<file path="src/rtl/vcve2_vrf_seq.sv">
// Vector register file access sequencer feeding the vector AGU and ALU.
// Ports: start/use_* instruction handshake, busy/done status, AGU strobes
// (load/get_rs1/get_rs2/get_rd/incr), OBI-style data port, ALU operand/result.
module vcve2_vrf_seq #(
   parameter int unsigned WordsPerReg = 4,
   parameter int unsigned DataWidth   = 32
) (
   input  logic                 clk_i,
   input  logic                 rst_ni,
   input  logic                 start_i,
   input  logic                 use_rs1_i,
   input  logic                 use_rs2_i,
   input  logic                 use_rd_i,
   output logic                 busy_o,
   output logic                 done_o,
   output logic                 load_o,
   output logic                 get_rs1_o,
   output logic                 get_rs2_o,
   output logic                 get_rd_o,
   output logic                 incr_o,
   output logic                 data_req_o,
   output logic                 data_we_o,
   input  logic                 data_gnt_i,
   input  logic                 data_rvalid_i,
   input  logic [DataWidth-1:0] data_rdata_i,
   output logic [DataWidth-1:0] data_wdata_o,
   output logic [DataWidth-1:0] op_a_o,
   output logic [DataWidth-1:0] op_b_o,
   output logic                 op_valid_o,
   input  logic [DataWidth-1:0] alu_result_i
);

   localparam int unsigned CntW = $clog2(WordsPerReg) + 1;
   localparam logic [CntW-1:0] LastWord = CntW'(WordsPerReg - 1);

   typedef enum logic [3:0] {
      IDLE,
      LOAD,
      REQ_A,
      WAIT_A,
      REQ_B,
      WAIT_B,
      EXEC,
      REQ_W,
      DONE
   } state_e;

   state_e state_q, state_d;
   state_e first_stage;
   state_e word_next;

   logic [CntW-1:0] cnt_q, cnt_d, cnt_next;
   logic use_rs1_q, use_rs2_q, use_rd_q;
   logic any_use;
   logic [DataWidth-1:0] op_a_q, op_b_q, wdata_q;

   assign any_use = use_rs1_q | use_rs2_q | use_rd_q;

   // Entry point of every word: first enabled read, else straight to EXEC.
   always_comb begin
      first_stage = EXEC;
      if (use_rs1_q) begin
         first_stage = REQ_A;
      end else if (use_rs2_q) begin
         first_stage = REQ_B;
      end
   end

   // Where to go once the current word has been fully processed.
   always_comb begin
      word_next = first_stage;
      cnt_next  = cnt_q + CntW'(1);
      if (cnt_q == LastWord) begin
         word_next = DONE;
         cnt_next  = cnt_q;
      end
   end

   always_comb begin
      state_d    = state_q;
      cnt_d      = cnt_q;
      busy_o     = (state_q != IDLE);
      done_o     = 1'b0;
      load_o     = 1'b0;
      get_rs1_o  = 1'b0;
      get_rs2_o  = 1'b0;
      get_rd_o   = 1'b0;
      incr_o     = 1'b0;
      data_req_o = 1'b0;
      data_we_o  = 1'b0;
      op_valid_o = 1'b0;
      unique case (state_q)
         IDLE: begin
            if (start_i) begin
               state_d = LOAD;
            end
         end
         LOAD: begin
            load_o  = 1'b1;
            cnt_d   = '0;
            state_d = any_use ? first_stage : DONE;
         end
         REQ_A: begin
            get_rs1_o  = 1'b1;
            data_req_o = 1'b1;
            incr_o     = data_gnt_i;
            if (data_gnt_i) begin
               state_d = WAIT_A;
            end
         end
         WAIT_A: begin
            if (data_rvalid_i) begin
               state_d = use_rs2_q ? REQ_B : EXEC;
            end
         end
         REQ_B: begin
            get_rs2_o  = 1'b1;
            data_req_o = 1'b1;
            incr_o     = data_gnt_i;
            if (data_gnt_i) begin
               state_d = WAIT_B;
            end
         end
         WAIT_B: begin
            if (data_rvalid_i) begin
               state_d = EXEC;
            end
         end
         EXEC: begin
            op_valid_o = 1'b1;
            if (use_rd_q) begin
               state_d = REQ_W;
            end else begin
               state_d = word_next;
               cnt_d   = cnt_next;
            end
         end
         REQ_W: begin
            get_rd_o   = 1'b1;
            data_req_o = 1'b1;
            data_we_o  = 1'b1;
            incr_o     = data_gnt_i;
            // Write response (rvalid) is deliberately not awaited.
            if (data_gnt_i) begin
               state_d = word_next;
               cnt_d   = cnt_next;
            end
         end
         DONE: begin
            done_o  = 1'b1;
            state_d = IDLE;
         end
         default: begin
            state_d = IDLE;
         end
      endcase
   end

   always_ff @(posedge clk_i or negedge rst_ni) begin
      if (!rst_ni) begin
         state_q <= IDLE;
         cnt_q   <= '0;
      end else begin
         state_q <= state_d;
         cnt_q   <= cnt_d;
      end
   end

   always_ff @(posedge clk_i or negedge rst_ni) begin
      if (!rst_ni) begin
         use_rs1_q <= 1'b0;
         use_rs2_q <= 1'b0;
         use_rd_q  <= 1'b0;
      end else if (state_q == IDLE && start_i) begin
         use_rs1_q <= use_rs1_i;
         use_rs2_q <= use_rs2_i;
         use_rd_q  <= use_rd_i;
      end
   end

   // Operands are cleared per instruction so an unused one reads as 0.
   always_ff @(posedge clk_i or negedge rst_ni) begin
      if (!rst_ni) begin
         op_a_q  <= '0;
         op_b_q  <= '0;
         wdata_q <= '0;
      end else begin
         if (state_q == LOAD) begin
            op_a_q <= '0;
            op_b_q <= '0;
         end
         if (state_q == WAIT_A && data_rvalid_i) begin
            op_a_q <= data_rdata_i;
         end
         if (state_q == WAIT_B && data_rvalid_i) begin
            op_b_q <= data_rdata_i;
         end
         if (state_q == EXEC) begin
            wdata_q <= alu_result_i;
         end
      end
   end

   assign op_a_o       = op_a_q;
   assign op_b_o       = op_b_q;
   assign data_wdata_o = wdata_q;

endmodule

</file>
<file path="config.mk">
export PLATFORM = sky130hd
export DESIGN_NAME = vcve2_vrf_seq
export DESIGN_NICKNAME = d
export VERILOG_FILES = /design/src/rtl/vcve2_vrf_seq.sv
export SDC_FILE = /design/constraint.sdc
export NUM_CORES = 1
export LEC_CHECK = 0
export CORE_MARGIN = 4
export CORE_UTILIZATION = 30
export CTS_BUF_LIST = sky130_fd_sc_hd__clkbuf_16
export DETAILED_ROUTE_END_ITERATION = 7
export GPL_TIMING_DRIVEN = 0
export HOLD_SLACK_MARGIN = 0.15
export PLACE_DENSITY = 0.6
export SYNTH_ARGS = -nofsm -noshare
export SYNTH_HDL_FRONTEND = slang
export SYNTH_SLANG_ARGS = --single-unit
export TNS_END_PERCENT = 1
</file>
<file path="constraint.sdc">
create_clock -name clk_i -period 2.1 [get_ports clk_i]
set_clock_uncertainty 0.15 [all_clocks]
set_input_delay 0.525 -clock clk_i [delete_from_list [all_inputs] [get_ports clk_i]]
set_output_delay 0.525 -clock clk_i [all_outputs]
set_load 0.03 [all_outputs]
</file>
==> impl_results.md, run 1 <==
* Routed Antenna Nets at 0
* Most common library cells after synthesis: nand2_1, dfrtp_1, nand3_1
* Die X at around 130 um
* Synth unique cells at 39
* Core ar. at about 14,000 um2
* Worst-Margin Slew at 0.564 ns
* Synth area leaders: dfrtp_1, nand2_1, mux2_2
* CP required at 1.42 ns
* Drt first-iter violations at 141
* Clk root buf: clkbuf_16
* Nets at 700
* CP Capture Type: primary output
* Max clock buf depth at 2
* Maxcap violations at 0
* N_diodes at 0
* Met1 usage at 0.205
* Count leader, synth: nand2_1
* Post-synth EDFFs at 0
* Reg2reg setup slack at about 0.10 ns
* GRT overflow at 0
* CTS tree: built
* Yosys Warn Count at 0
* Initial DRT Pass Iterations at 4
* FILL cells at 1,355
* Synth Flop Type: dfrtp_1
* Initial antenna violation count at 0
* Footprint of the multi-input gates at 1670 um2
* Ys async rst share at 1.00
* FP Rows at 44
* Syn_area_per_cell at 10.2 um2
* Initial Utilization at 0.305
* First-pass GRT wire length at 20,900 um
* Tot GR Track Use at 0.160
* Cts bufs inserted at 9
* Fin. max-slew vios at 0
* Met3 Resource Use GR at 0.0445
* PortBufs at 177
* Via count at roughly 3.8k
* Detailed Place HPWL at 9750 um
* Overall Power at 10,900 uW
* Post-synth top area cell: dfrtp_1
* Die H at roughly 130 um
* Ports at 178
* Worst Hold Class: flop to flop
* Worst IR Drop VDD at 0.000522 V
* Failing checks: negative setup slack
* Vias in the first global route at 4,005
* Clk sinks at 106
* Post-route DRC violation count at 0
* Hold Violations, Final at 0
* Clk pin slew, worst setup/hold paths at 0.07 ns
* Post-Syn Instances at 432
* Setup TNS at -0.799 ns
* Fin crit period at 2.35 ns
* Unrepaired setup endpoints after global routing: yes
* Vias/cell at between 4 and 5
* Hold_ws at 0.342 ns
* Final worst path period share at 1.12
* Crit Path Category: flop to primary output
* Seq cells post-synth at 106
* Largest net degree at the start of global routing at 66
* Worst-Skew Late Latency at 0.34 ns
* Static leakage at between 0.003 and 0.004 uW
* Max-slew headroom at 0.624
* Setup WS post-layout at -0.251 ns
* DIE AREA at 16,700 um2
* Status: complete, but fails checks
* H-tree Lvls at 3
* Pwr dens at 1550 nW/um2
* Area Overhead vs Synth at 59.3%
* Mapped Area at 4420 um2
* Setup crit start kind: flop
* Per-cell routed wire length at 16.2 um
* # setup viols final at 6
* Top-area cell type share of the netlist area at 0.601
* Max Clock Freq at 425 MHz
* WL final at 13,200 um
* Share of post-route cells with drive strength above 1 at 0.163
* Sequential share of the synthesized area at 0.601
* Critical path arrival at 1.68 ns
* Worst-path fanout max at 5
* GR Util met2 at 0.261
* Area occupied by registers at 2650 um2
* Routability cong. at 0.816
* Gr busiest metal: met2
* Mapped Nets at 506
logic make-up after synthesis:
family | share of synthesized area
XOR/XNOR | 0.00198
AND/OR/NAND/NOR | 0.232
flip-flops | 0.601
buffers and inverters | 0.0377
multiplexers | 0.0915
AO/OA/AOI/OAI | 0.0306
adder cells (fa/ha/maj) | 0.00566
worst paths after layout:
path / endpoint / from / depth (start not counted)
max: load_o / state_q[1] / 5
min: op_b_o[6] / op_b_o[6] / 2
max reg2reg: op_b_o[21] / state_q[1] / 6
min reg2reg: op_b_o[6] / op_b_o[6] / 2
max in group asynchronous: op_b_o[3] / rst_ni / 3
min in group asynchronous: data_wdata_o[10] / rst_ni / 2
layout by cell type (no fill, tap or decap), types with 2 or more instances in the layout:
| master | n |
|---|---|
| clkdlybuf4s50_1 | 116 |
| buf_1 | 2 |
| a21oi_1 | 4 |
| inv_1 | 4 |
| mux2_2 | 35 |
| clkinv_4 | 2 |
| nand2_2 | 2 |
| buf_8 | 3 |
| nand2_1 | 131 |
| buf_6 | 8 |
| buf_2 | 10 |
| nor2_4 | 3 |
| ha_1 | 2 |
| a211oi_1 | 2 |
| nor2_1 | 4 |
| nand2b_1 | 3 |
| dlygate4sd2_1 | 5 |
| nor2b_1 | 2 |
| o21ai_0 | 4 |
| dfrtp_1 | 106 |
| nand3_1 | 69 |
| buf_4 | 15 |
| bufinv_16 | 2 |
| clkbuf_1 | 9 |
| clkbuf_16 | 9 |
| dlymetal6s2s_1 | 45 |
| nor3_2 | 3 |
| nor4_1 | 2 |
through the flow:
| step | util | instances | instance area, um2 | setup WS (ns) |
|---|---|---|---|---|
| floorplan | - | 432 | 4430 | -0.340 |
| global placement | 0.444 | 793 | 6430 | -3.74 |
| detailed placement | 0.446 | 794 | 6450 | -0.941 |
| CTS | 0.476 | 814 | 6890 | -0.336 |
| global route | 0.486 | 815 | 7040 | -0.316 |
| finish | 0.486 | 815 | 7040 | -0.251 |
where the power goes:
| group | total (uW) | internal [uW] | switching, uW | leakage [uW] |
|---|---|---|---|---|
| combinational | 5800 | 2460 | 3340 | 0.00240 |
| sequential | 3280 | 2850 | 435 | 0.00136 |
| clock | 1800 | 1050 | 750 | 0.000159 |
| total | 10900 | 6360 | 4530 | 0.00392 |
per-layer routing:
metal | part of all wire | up-vias
met4 | 0.014 | 0
met2 | 0.47 | 129
met1 | 0.43 | 1807
met5 | 0 | -
met3 | 0.085 | 14
li1 | - | 1831
worst max-delay path, cell delays in order, from the launching register on:
cell and delay, ns:
dfrtp_1 0.37, buf_6 0.13, or4b_4 0.53, buf_8 0.15
inv_2 0.04, buf_6 0.11
state kept, by name, summed over array words and instances, names as in the netlist:
name and count:
use_rd_q 1, op_b_o 32, use_rs1_q 1, op_a_o 32
use_rs2_q 1, state_q 4, data_wdata_o 32, cnt_q 3
cell type report:
class                   count  share of cell area
multi-input cells         289               0.237
inverters                   4             0.00213
flip-flops and latches    106               0.377
clock inverters             7              0.0133
plain buffers              31              0.0299
repair buffers            185               0.276
well taps                 184              0.0327
clock buffers               9              0.0320
timing repair:
action	in CTS	in global routing
hold buffers	1	0
hold endpoints to repair	41	0
setup endpoints to repair	94	109
gates resized for setup	98	63
buffers inserted	4	2
pin swaps	3	0
No activity file was read; power rests on OpenSTA's default activity.
==> inputs of run 2 (changes only) <==
--- a/config.mk
+++ b/config.mk
@@ -5,6 +5,7 @@
 export SDC_FILE = /design/constraint.sdc
 export NUM_CORES = 1
 export LEC_CHECK = 0
+export ABC_CLOCK_PERIOD_IN_PS = 2100
 export CORE_MARGIN = 4
 export CORE_UTILIZATION = 30
 export CTS_BUF_LIST = sky130_fd_sc_hd__clkbuf_16
==> constraint.sdc (replaced) <==
create_clock -name clk_i -period 2.1 [get_ports clk_i]
set_clock_uncertainty 0.15 [all_clocks]
set_input_delay 0.42 -clock clk_i [delete_from_list [all_inputs] [get_ports clk_i]]
set_output_delay 0.42 -clock clk_i [all_outputs]
set_load 0.03 [all_outputs]
==> run 2 against run 1 <==
Effect of this change:
- the run still ends with negative setup slack left
- via count up 0.29%
- fmax up 4.6%
- hold slack better by 0.0059 ns
- sequential share of layout area up 0.71 points
- core utilization down 0.90 points
- sequential power about the same
- largest cell class unchanged
==> impl_results.md, run 2 (synthesis gave the netlist of run 1 again) <==
* Worst IR Drop VDD at approximately 0.00053 V
* Critical path arrival at ~1.7 ns
* Footprint of the multi-input gates at 1650 um2
* Hold Crit Depth at 2
* Cts bufs inserted at 9
* Combinational Power Share at 0.533
* Fin. max-slew vios at 0
* Area occupied by registers at 2650 um2
* Cells on worst reg2reg path at 6
* GRT overflow at 0
* Internal at between 6000 and 7000 uW
* Worst-Margin Slew at about 0.57 ns
* Detailed Place HPWL at 9750 um
* FP Rows at 44
* Post-route DRC violation count at 0
* Clk pin slew, worst setup/hold paths at 0.07 ns
* Hold Violations, Final at 0
* Initial antenna violation count at 0
* Die H at approximately 130 um
* Unrepaired setup endpoints after global routing: yes
* Area Overhead vs Synth at 56.4%
* Nets at 700
* Max clock buf depth at 2
* Routability cong. at 0.816
* Commonest non-fill, non-tap cell in the layout: clkdlybuf4s50_1
* CP Capture Type: primary output
* Maxcap violations at 0
* Clk sinks at 106
* Largest net degree at the start of global routing at 66
* PortBufs at 177
* Seq pwr share at 0.302
* Sw Pwr at 4510 uW
* Vias in the first global route at 4,014
* Initial Utilization at 0.305
* Max-slew headroom at 0.623
* H-tree Lvls at 3
* Core ar. at about 14,000 um2
* Final worst path period share at 1.07
* Worst-path fanout max at 5
* Max Clock Freq at roughly 450 MHz
* DIE AREA at approximately 17,000 um2
* Fin crit period at ~2.2 ns
* HP Start: op_b_o[6]
* Worst-Skew Late Latency at 0.34 ns
* Clock share of power at 0.165
* Routed Antenna Nets at 0
* Switching Share at 0.414
* Tot GR Track Use at 0.160
* Drt first-iter violations at 149
* Setup crit start kind: flop
* Overall Power at approximately 11,000 uW
* Status: complete, but fails checks
* Reg2reg start: state_q[1]
* Static leakage at 0.00320 uW
* Commonest non-fill, non-tap cells in the layout: clkdlybuf4s50_1, nand2_1, dfrtp_1, nand3_1, mux2_2
* Per-cell routed wire length at 16.2 um
* Pwr dens at 1580 nW/um2
* RR Endpoint: op_a_o[1]
* Via count at 3,792
* Failing checks: negative setup slack
* Vias/cell at 4.65
* # setup viols final at 5
* Initial DRT Pass Iterations at 4
* FILL cells at around 1.4k
* Setup WS post-layout at -0.147 ns
* N_diodes at 0
* Worst Hold Class: flop to flop
* Ports at 178
* First-pass GRT wire length at 20,900 um
* Die X at ~130 um
* WL final at 13,200 um
* CTS tree: built
* Share of post-route cells with drive strength above 1 at 0.158
* Clk root buf: clkbuf_16
* Hold EP: op_b_o[6]
* CP required at between 1.5 and 2 ns
* Hold_ws at roughly 0.35 ns
* Pre-CTS WS at -0.836 ns
* Reg2reg setup slack at 0.09 ns
* Crit Path Category: flop to primary output
-- run 2: cell types whose count changed in the layout (fill, tap and decap cells not counted), moves of 2 or more --
cell / before / now
dlymetal6s2s_1: 45 / 0
nor3_1: 1 / 3
nor3_2: 3 / 1
clkdlybuf4s15_2: 0 / 2
clkbuf_2: 0 / 4
clkdlybuf4s50_1: 116 / 166
dlygate4sd2_1: 5 / 0
buf_4: 15 / 11
-- run 2: power by group through the flow --
stage,logic [uW],registers (uW),clock network (uW)
after global placement,5570,3300,0
after CTS,5840,3300,1860
after floorplan,1930,4680,0
final,5810,3300,1790
after detailed placement,5670,3320,0
after global routing,6240,3390,1960
-- run 2: worst max-delay path, stage by stage, from the launching register on --
cell and delay (ns):
dfrtp_1 0.37, buf_6 0.13, or4b_4 0.53, buf_8 0.15, inv_2 0.04, buf_6 0.11
-- run 2: repair_timing --
item,in CTS,in global routing
hold endpoints to repair,41,0
pin swaps,2,1
endpoints found under the setup margin,89,73
setup buffers,4,2
hold buffers,1,0
gates resized for setup,78,19
-- run 2: metal layers --
layer,vias up,GRT usage,share of wire
li1,1828,-,-
met1,1813,0.205,0.44
met2,137,0.261,0.46
met3,14,0.0458,0.087
met4,0,0.0531,0.014
met5,-,0,0
-- run 2: area by class of cell --
class / instances / area share
Tap cell: 184 / 0.0333
Inverter: 4 / 0.00217
Sequential cell: 106 / 0.384
Clock buffer: 9 / 0.0326
Multi-Input combinational cell: 289 / 0.239
Clock inverter: 7 / 0.0136
Timing Repair Buffer: 185 / 0.265
Buffer: 31 / 0.0304
-- run 2: how the worst max path moves through the flow --
stage | from | to | cells past startpoint
2_1_floorplan | state_q[0] | incr_o | 5
3_3_place_gp | rst_ni | op_b_o[30] | 1
3_5_place_dp | state_q[1] | load_o | 7
4_1_cts | state_q[1] | load_o | 6
5_1_grt | state_q[1] | load_o | 5
6_report | state_q[1] | load_o | 5
-- run 2: through the flow --
stage               instance area, um2  TNS, ns   util  cells
floorplan                         4430   -0.462      -    432
global placement                  6430  -398.55  0.444    793
detailed placement                6450   -18.09  0.446    794
CTS                               6880    -2.32  0.475    814
global route                      6910    -1.17  0.477    815
finish                            6910   -0.426  0.477    815
==> inputs of run 3 (changes only) <==
--- a/config.mk
+++ b/config.mk
@@ -5,14 +5,14 @@
 export SDC_FILE = /design/constraint.sdc
 export NUM_CORES = 1
 export LEC_CHECK = 0
-export ABC_CLOCK_PERIOD_IN_PS = 2100
+export ABC_CLOCK_PERIOD_IN_PS = 2300
 export CORE_MARGIN = 4
 export CORE_UTILIZATION = 30
 export CTS_BUF_LIST = sky130_fd_sc_hd__clkbuf_16
 export DETAILED_ROUTE_END_ITERATION = 7
 export GPL_TIMING_DRIVEN = 0
 export HOLD_SLACK_MARGIN = 0.15
-export PLACE_DENSITY = 0.6
+export PLACE_DENSITY = 0.58
 export SYNTH_ARGS = -nofsm -noshare
 export SYNTH_HDL_FRONTEND = slang
 export SYNTH_SLANG_ARGS = --single-unit
==> constraint.sdc (replaced) <==
create_clock -name clk_i -period 2.3 [get_ports clk_i]
set_clock_uncertainty 0.15 [all_clocks]
set_input_delay 0.46 -clock clk_i [delete_from_list [all_inputs] [get_ports clk_i]]
set_output_delay 0.46 -clock clk_i [all_outputs]
set_load 0.03 [all_outputs]
==> run 3 against run 2 <==
Effect of this change:
- the flow now finishes without violations
- core utilization unchanged
- via count increased by 1.1%
- sequential power decreased by 8.5%
- critical path type unchanged
- critical endpoint unchanged
==> impl_results.md, run 3 (synthesis gave the netlist of run 1 again) <==
* Worst IR Drop VDD at 0.000656 V
* Static leakage at 0.00320 uW
* Status: finished clean
* Vias in the first global route at 3,964
* Setup TNS at 0 ns
* Hold Violations, Final at 0
* Setup crit start kind: flop
* Crit Path Category: flop to primary output
* Clock share of power at 0.165
* Clk pin slew, worst setup/hold paths at 0.07 ns
* Tot GR Track Use at 0.165
* Max-slew headroom at 0.628
* Initial antenna violation count at 0
* CTS tree: built
* Max Clock Freq at 435 MHz
* Routed Antenna Nets at 0
* Commonest non-fill, non-tap cell in the layout: clkdlybuf4s50_1
* Sw Pwr at 4150 uW
* H-tree Lvls at 3
* DIE AREA at 16,700 um2
* Seq pwr share at 0.302
* Initial DRT Pass Iterations at 5
* Clk root buf: clkbuf_16
* Internal at 5850 uW
* Switching Share at 0.415
* Core ar. at 14,500 um2
* Post-route DRC violation count at 0
* Ports at 178
* Drt first-iter violations at 152
* Detailed Place HPWL at just under 10,000 um
* Overall Power at 10,000 uW
* Largest net degree at the start of global routing at around 70
* GRT overflow at 0
* FP Rows at 44
* Maxcap violations at 0
* Die H at 129 um
* Share of post-route cells with drive strength above 1 at 0.149
* Cts bufs inserted at 9
* First-pass GRT wire length at 21,500 um
* Unrepaired setup endpoints after global routing: yes
* Area Overhead vs Synth at 56.4%
* # setup viols final at 0
* CP required at 1.69 ns
* Worst-Margin Slew at 0.558 ns
* Die X at approximately 130 um
* Placed inst area at between 6000 and 7000 um2
* Initial Utilization at 0.305
* Worst-Skew Late Latency at 0.35 ns
* Pwr dens at ~1400 nW/um2
* Hold_ws at between 0.3 and 0.4 ns
* Via count at 3,833
* Clk sinks at between 100 and 150
* Fin. max-slew vios at 0
* Commonest non-fill, non-tap cells in the layout: clkdlybuf4s50_1, nand2_1, dfrtp_1, nand3_1, mux2_2
* Final instance area at 6910 um2
* Combinational Power Share at 0.534
* CP Capture Type: primary output
* Max clock buf depth at 2
* Per-cell routed wire length at 16.9 um
* Vias/cell at 4.70
* Worst Hold Class: flop to flop
* Nets at 700
* Routability cong. at 0.807
* Worst-path fanout max at 7
* Final worst path period share at 0.998
* WL final at 13,700 um
* N_diodes at 0
* Fin crit period at about 2.3 ns
* Critical path arrival at approximately 1.7 ns
* PortBufs at 177
==> run 3: cell count changes in the layout (fill, tap and decap cells not counted), moves of 2 or more <==
| cell | previous run | this run |
|---|---|---|
| clkbuf_1 | 8 | 11 |
| buf_6 | 7 | 5 |
| clkbuf_2 | 4 | 2 |
| clkdlybuf4s15_2 | 2 | 0 |
==> run 3: repair_timing <==
item | CTS | global route
endpoints found under the hold margin | 39 | 0
buffers inserted | 4 | 1
pin swaps | 3 | 1
setup endpoints to repair | 10 | 14
gates cloned | 1 | 0
gates resized for setup | 72 | 15
hold buffers | 1 | 0
==> run 3: cell type report <==
cell class	count	area, um2
multi-input combinational	289	1640
buffer	31	201
sequential	106	2650
inverter	4	20.0
clock buffer	9	225
clock inverter	7	92.6
timing repair buffer	185	1850
fill	1355	7570
tap	184	230
==> run 3: layer usage <==
layer	vias up	track usage	part of all wire
met3	13	0.0602	0.097
met1	1836	0.210	0.43
met5	-	0	0
met4	0	0.0457	0.012
met2	157	0.265	0.46
li1	1827	-	-
==> run 3: power by group through the flow <==
stage / Combinational, uW / Clock (uW) / Sequential [uW]
3_5_place_dp: 5180 / 0 / 3040
6_report: 5340 / 1650 / 3020
2_1_floorplan: 1760 / 0 / 4270
5_1_grt: 5730 / 1800 / 3110
3_3_place_gp: 5100 / 0 / 3020
4_1_cts: 5390 / 1710 / 3020
==> run 3: per-stage QoR <==
step / setup WS, ns / cells / util
after floorplan: -0.0747 / 432 / -
after global placement: -3.46 / 793 / 0.444
after detailed placement: -0.667 / 794 / 0.446
after CTS: -0.0261 / 814 / 0.477
after global routing: -0.0572 / 815 / 0.477
final: 0.00378 / 815 / 0.477
==> run 3: path summary, 6_finish.rpt <==
check / slack [ns] / endpoint / from / cells past startpoint
max in group asynchronous: 0.79 / op_a_o[12] / rst_ni / 3
worst min register to register: 0.35 / op_b_o[0] / op_b_o[0] / 2
worst max register to register: 0.17 / op_b_o[10] / state_q[1] / 8
min in group asynchronous: 0.49 / data_wdata_o[11] / rst_ni / 2
worst min-delay path: 0.35 / op_b_o[0] / op_b_o[0] / 2
worst max-delay path: 0.004 / load_o / state_q[1] / 5
==> run 3: worst max-delay path, stage by stage (launching register included) <==
cell	delay [ns]
dfrtp_1	0.37
buf_6	0.14
or4b_4	0.53
buf_12	0.15
clkinv_4	0.03
buf_6	0.11
